==> src/rtl/div_pkg.sv <==
// Shared types for the sequential restoring divider: FSM state encoding and counter sizing.
package div_pkg;

    typedef enum logic [1:0] {
        IDLE = 2'd0,
        RUN  = 2'd1,
        DONE = 2'd2
    } div_state_e;

    localparam int DIV_M_DEFAULT = 4;
    localparam int CNT_W_DEFAULT = $clog2(DIV_M_DEFAULT);

    // Counter width for an M-cycle iteration; never narrower than one bit.
    function automatic int cnt_width(input int m);
        return (m > 1) ? $clog2(m) : 1;
    endfunction

endpackage

==> src/rtl/sub_trial_nbit.sv <==
// Combinational (N+1)-bit trial subtractor: minuend minus zero-extended divisor, with sign.
module sub_trial_nbit #(
    parameter int N = 4
) (
    input  logic [N:0]   minuend,
    input  logic [N-1:0] subtrahend,
    output logic [N:0]   diff,
    output logic         non_neg
);

    // One guard bit above the N+1 operand bits carries the borrow.
    logic [N+1:0] wide;

    assign wide    = {1'b0, minuend} - {2'b00, subtrahend};
    assign diff    = wide[N:0];
    assign non_neg = ~wide[N+1];

endmodule

==> src/rtl/div_mnbit_seq.sv <==
// Sequential restoring divider, one quotient bit per clock, start/busy/done framing.
// Optional macro DIV_ZERO_DETECT_EN short-circuits b=0 straight to DONE with div_zero set.
module div_mnbit_seq
    import div_pkg::*;
#(
    parameter int M = 4,
    parameter int N = 4
) (
    input  logic         clk,
    input  logic         rst_n,
    input  logic         start,
    input  logic [M-1:0] a,
    input  logic [N-1:0] b,
    output logic         busy,
    output logic         done,
    output logic [M-1:0] quot,
    output logic [N-1:0] rem,
    output logic         div_zero
);

    if (M < N) begin : g_bad_mn
        $error("div_mnbit_seq: M must be >= N");
    end
    if (N < 2) begin : g_bad_n
        $error("div_mnbit_seq: N must be >= 2");
    end

    localparam int CW = cnt_width(M);

    div_state_e   state_q, state_d;
    logic [M-1:0] dvd_q, dvd_d;
    logic [M-1:0] quot_q, quot_d;
    logic [N-1:0] dvs_q, dvs_d;
    logic [N-1:0] rem_q, rem_d;
    logic [N:0]   pr_q, pr_d;
    logic [CW-1:0] cnt_q, cnt_d;
    logic         dz_q, dz_d;

    logic [N:0]   trial_in;
    logic [N:0]   trial_diff;
    logic         trial_ok;

    // Dividend bits leave from the MSB while quotient bits enter at the LSB.
    assign trial_in = {pr_q[N-1:0], dvd_q[M-1]};

    sub_trial_nbit #(.N(N)) u_trial (
        .minuend    (trial_in),
        .subtrahend (dvs_q),
        .diff       (trial_diff),
        .non_neg    (trial_ok)
    );

    always_comb begin
        state_d = state_q;
        dvd_d   = dvd_q;
        dvs_d   = dvs_q;
        pr_d    = pr_q;
        cnt_d   = cnt_q;
        quot_d  = quot_q;
        rem_d   = rem_q;
        dz_d    = dz_q;
        unique case (state_q)
            IDLE: begin
                if (start) begin
                    dvd_d   = a;
                    dvs_d   = b;
                    pr_d    = '0;
                    cnt_d   = CW'(M - 1);
                    dz_d    = 1'b0;
                    state_d = RUN;
`ifdef DIV_ZERO_DETECT_EN
                    if (b == '0) begin
                        state_d = DONE;
                        quot_d  = '1;
                        rem_d   = '0;
                        dz_d    = 1'b1;
                    end
`endif
                end
            end
            RUN: begin
                pr_d  = trial_ok ? trial_diff : trial_in;
                dvd_d = {dvd_q[M-2:0], trial_ok};
                if (cnt_q == '0) begin
                    state_d = DONE;
                    quot_d  = dvd_d;
                    rem_d   = pr_d[N-1:0];
                end else begin
                    cnt_d = cnt_q - 1'b1;
                end
            end
            DONE: begin
                state_d = IDLE;
            end
            default: begin
                state_d = IDLE;
            end
        endcase
    end

    always_ff @(posedge clk or negedge rst_n) begin
        if (!rst_n) begin
            state_q <= IDLE;
            dvd_q   <= '0;
            dvs_q   <= '0;
            pr_q    <= '0;
            cnt_q   <= '0;
            quot_q  <= '0;
            rem_q   <= '0;
            dz_q    <= 1'b0;
        end else begin
            state_q <= state_d;
            dvd_q   <= dvd_d;
            dvs_q   <= dvs_d;
            pr_q    <= pr_d;
            cnt_q   <= cnt_d;
            quot_q  <= quot_d;
            rem_q   <= rem_d;
            dz_q    <= dz_d;
        end
    end

    assign busy     = (state_q != IDLE);
    assign done     = (state_q == DONE);
    assign quot     = quot_q;
    assign rem      = rem_q;
    assign div_zero = dz_q;

endmodule
==> config.mk <==
export PLATFORM = sky130hd
export DESIGN_NAME = div_mnbit_seq
export DESIGN_NICKNAME = d
export VERILOG_FILES = /design/src/rtl/div_pkg.sv /design/src/rtl/sub_trial_nbit.sv /design/src/rtl/div_mnbit_seq.sv
export SDC_FILE = /design/constraint.sdc
export NUM_CORES = 1
export LEC_CHECK = 0
export ABC_AREA = 1
export BUFFER_PORTS_ARGS = -buffer_cell sky130_fd_sc_hd__buf_4
export CAP_MARGIN = 20
export CORE_MARGIN = 5
export CORE_UTILIZATION = 50
export CTS_BUF_LIST = sky130_fd_sc_hd__clkbuf_2 sky130_fd_sc_hd__clkbuf_4 sky130_fd_sc_hd__clkbuf_8
export CTS_CLUSTER_SIZE = 8
export DETAILED_ROUTE_END_ITERATION = 10
export GPL_TIMING_DRIVEN = 1
export PLACE_DENSITY = 0.73
export SYNTH_ARGS = -nofsm -noshare
export SYNTH_HDL_FRONTEND = slang
export SYNTH_SLANG_ARGS = --single-unit
==> constraint.sdc <==
create_clock -name clk -period 3.9 [get_ports clk]
set_input_delay 0.195 -clock clk [delete_from_list [all_inputs] [get_ports clk]]
set_output_delay 0.195 -clock clk [all_outputs]
set_load 0.1 [all_outputs]
## Word level (Yosys, flattened, before mapping)

Index checks and enable logic that the tools add are counted.

| word-level totals | value |
|---|---|
| flip-flop bits (word level) | 24 |
| input port bits | 11 |
| output and inout bits | 11 |
| logic and storage cells | 35 |

| cells by class | value |
|---|---|
| $add $sub $neg | 2 |
| eq/ne operators | 5 |
| muxes and demuxes | 11 |
| bitwise logic cells | 1 |
| reduce and logical (&&, ||, !) cells | 9 |

Operator list:

| cell | count |
|---|---|
| $pmux 4 s2 | 2 |
| $mux 4 | 3 |
| $mux 2 | 4 |
| $pmux 2 s2 | 2 |
| $reduce_and 2->1 | 4 |
| $ne 2x2->1 const B | 3 |
| $sub 5x4->6 | 1 |
| $logic_not 2->1 | 2 |
| $reduce_bool 2->1 | 2 |
| $reduce_and 3->1 | 1 |
| $eq 2x1->1 const B | 1 |
| $eq 2x2->1 const B | 1 |
| $sub 2x1->2 const B | 1 |
| $not 1->1 | 1 |

## Longest topological paths before layout

| depth | value |
|---|---|
| depth after elaboration | 3 |
| mapped depth | 10 |
| mapped depth without buffers | 10 |

## Hierarchy

Synthesis repeated with hierarchy kept, for this count alone.

| unflattened totals | value |
|---|---|
| cell total of the unflattened synthesis | 175 |
| area, all modules | 1292.5 µm² |

Modules (own cells, without submodules):

| module | times used | cells an instance | area an instance (µm²) | seq. area each (µm²) |
|---|---|---|---|---|
| div_mnbit_seq | 1 | 141 | 1101.1 | 600.6 |
| sub_trial_nbit | 1 | 34 | 191.4 | 0.0 |

## Worst setup path after synthesis

Ideal clock, no wire load.

| timing | value |
|---|---|
| path kind | reg-to-output |
| from | register state_q[0] |
| to | output port done |
| data arrival time | 1.691 ns |
| data required time | 3.705 ns |
| slack | 2.014 ns |
| stages on the path, launching flop included | 2 |
| path buffers | 0 |
| cells stage by stage | dfrtp_1 -> nor2_1 |

| on the way | value |
|---|---|
| word-level cells in the longest chain between the ends | 1 |

Ends and longest elaborated chain:

| item | line | text |
|---|---|---|
| start, declared | div_mnbit_seq.sv:30 | `div_state_e state_q, state_d;` |
| start signal, assigned | div_mnbit_seq.sv:112 | `state_q <= state_d;` |
| $eq 2x2->1 | div_mnbit_seq.sv:124 | `assign done = (state_q == DONE);` |
| end, declared | div_mnbit_seq.sv:15 | `output logic done,` |

No other way between the ends.

## Worst setup path in the final report

| timing | value |
|---|---|
| from | register dvd_q[3] |
| to | register pr_q[2] |

| on the way | value |
|---|---|
| word-level cells in the longest chain between the ends | 3 |

Ends and longest elaborated chain:

| item | line | text |
|---|---|---|
| start, declared | div_mnbit_seq.sv:31 | `logic [M-1:0] dvd_q, dvd_d;` |
| start signal, assigned | div_mnbit_seq.sv:113 | `dvd_q <= dvd_d;` |
| $sub 5x4->6 | sub_trial_nbit.sv:14 | `assign wide = {1'b0, minuend} - {2'b00, subtrahend};` |
| $mux 4 | div_mnbit_seq.sv:82 | `pr_d = trial_ok ? trial_diff : trial_in;` |
| $pmux 4 s2 | div_mnbit_seq.sv:62 | `unique case (state_q)` |
| end signal, assigned | div_mnbit_seq.sv:115 | `pr_q <= pr_d;` |
| end, declared | div_mnbit_seq.sv:35 | `logic [N:0] pr_q, pr_d;` |

No other way between the ends.
A chain may end at the register's enable or synchronous reset.

==> metrics.txt <==
first-pass GRT wire length 4380 microns; Via Count 991; TritonCTS Sinks 24; RR Startpoint dvd_q[3]; final RePlAce weighted congestion 0.878; total congestion overflow 0; Slew Limit Fails 0; Post-DP HPWL 1950 microns; Hold Path Class input port to flop; Final Cycle Share 0.399; DIE AREA 0.00361 sq mm; Final Hold Viols 0; GRT Total Usage 0.166; width of the die 60.1 microns; largest net degree at the start of global routing 25; IO Pins 22; CP Capture Type flop; Initial Util 0.515; Worst-path clk slew 0.14 ns; yosys warns 0; drt drc 0; Yosys reg bits 24; Root Driver clkbuf_4; Post-layout nets 181; Primary FF master, synth dfrtp_1; Syn Area/Cell 8.96 sq um; crit path kind flop to flop; Max Cap Viol 0; post-cts sizing count 0; FF-to-FF End pr_q[2]; CTS tree yes; number of vias per cell 5.13; Critical Path RT 4.14 ns; CTS Buf Count 3; RSZ-0062 raised after global routing false; Max FO, Critical Path 3; Chip Height 60.1 microns; H-tree depth 1; fmax 0.642 GHz; initial antenna violation count 0; Min Clock Period, post-route 1.56 ns; setup TNS 0 ns; post-synthesis sequential area ratio 0.479; status completed; vias in the first global route 1011; number of synthesized flops with an enable pin 0; Synth Net Count 157; WL/cell 13.3 microns; Antenna Cells 0; Max clock buf depth 2; library cells used by synthesis 29; Post-Syn Area 0.00125 sq mm; start point of the critical path dvd_q[3]; R2R Setup Slk 2.34 ns; Core Area 0.00243 sq mm; Final Skew 0.00394 ns; PortBufs 20; Synth Instances 140; DRT Pass-1 Iters 4; Detail Route Antenna Nets 0; WL final 2580 microns; Worst EP arrival 1.79 ns; layout cell share with drive strength beyond 1 0.270; CP Launch Type flop; Area growth syn-to-layout 18.5%; DR iter-0 viols 38; final setup fails 0; Synth async-reset ratio 1.00; Post-CTS Repair Setup Buffers 0; Worst Setup EP pr_q[2]; worst skew pair latency 0.33 ns; std cell rows 18; reg2reg path depth 8
## cells in the mapped netlist, types with 2 or more instances
| cell | number | area, sq um |
|---|---|---|
| nand2_1 | 36 | 135 |
| dfrtp_1 | 24 | 601 |
| inv_1 | 17 | 63.8 |
| nand3_1 | 9 | 45.0 |
| nor2_1 | 7 | 26.3 |
| ha_1 | 5 | 62.6 |
| inv_2 | 5 | 18.8 |
| o21ai_0 | 4 | 20.0 |
| o21ai_2 | 4 | 35.0 |
| a21oi_1 | 3 | 15.0 |
| nand2_2 | 3 | 18.8 |
| nand4_1 | 3 | 18.8 |
| o211ai_1 | 3 | 22.5 |
| nand2_4 | 2 | 22.5 |
## cells by family (layout without fill, tap and decap cells)
logic type	after synthesis	count (layout)	synth area share
flops	24	24	0.479
simple gates	66	66	0.264
fa+ha+maj	6	6	0.0659
xor+xnor	1	1	0.00699
mux	1	1	0.00898
other cells	1	1	0.00299
buf+inv	25	48	0.0858
compound gates	16	16	0.0858
## cell type report
type	instances	area, sq um
fillers	228	947
flip-flops and latches	24	601
multi-input cells	91	546
repair buffers	21	160
inverters	23	88.8
well taps	30	37.5
clock inverters	1	30.0
clock buffers	3	22.5
## sequential cells by signal (all words and copies together), names as in the netlist
name / count
dvs_q: 4
cnt_q: 2
quot: 4
dvd_q: 4
pr_q: 4
rem: 4
state_q: 2
## metal layers
| metal | up-vias | wire length (microns) | track usage |
|---|---|---|---|
| met5 | - | 0 | 0 |
| met3 | 5 | 116 | 0.0281 |
| met1 | 469 | 1040 | 0.204 |
| met4 | 0 | 54 | 0.0728 |
| met2 | 28 | 1360 | 0.284 |
| li1 | 489 | - | - |
## worst max-delay path, stage by stage, from the launching register on
cell	delay, ns
dfrtp_1	0.35
inv_1	0.07
ha_1	0.23
fa_1	0.40
xnor2_1	0.14
nand2_1	0.07
nand2_1	0.08
nand2_1	0.07
nand2_1	0.06
## how the worst min path moves through the flow
stage / start / end / depth (start not counted)
after floorplan: rst_n / cnt_q[0] / 0
after global placement: rst_n / dvs_q[3] / 1
after detailed placement: rst_n / rem[1] / 1
after CTS: b[0] / dvs_q[0] / 2
after global routing: b[0] / dvs_q[0] / 2
final: b[0] / dvs_q[0] / 2
## through the flow
step / setup slack [ns] / util / instance area (sq um) / hold slack, ns / cells
6_report: 2.34 / 0.611 / 1490 / 0.0850 / 193
5_1_grt: 2.24 / 0.611 / 1490 / 0.0685 / 193
4_1_cts: 2.36 / 0.611 / 1490 / 0.0848 / 193
3_5_place_dp: 2.41 / 0.585 / 1420 / 0.111 / 188
3_3_place_gp: 2.44 / 0.585 / 1420 / 0.111 / 188
2_1_floorplan: 2.01 / - / 1250 / -0.101 / 140
## what timing repair did
| action | 4_1_cts | 5_1_grt |
|---|---|---|
| hold endpoints to repair | 24 | 0 |
| hold buffers | 1 | 0 |
| endpoints found under the setup margin | 0 | 0 |
## cell usage in the layout (no fill, tap or decap), drive strengths merged, types with 3 or more instances in the layout
cell | synthesis | layout
o21ai | 8 | 8
nand2 | 41 | 41
dfrtp | 24 | 24
o211ai | 3 | 3
ha | 5 | 5
buf | 2 | 20
clkbuf | 0 | 3
nand4 | 3 | 3
inv | 23 | 23
nand3 | 11 | 11
a21oi | 3 | 3
nor2 | 9 | 9
Power is not shown: default switching activity piles up to over one toggle a cycle in this logic, so the estimate is an artifact.
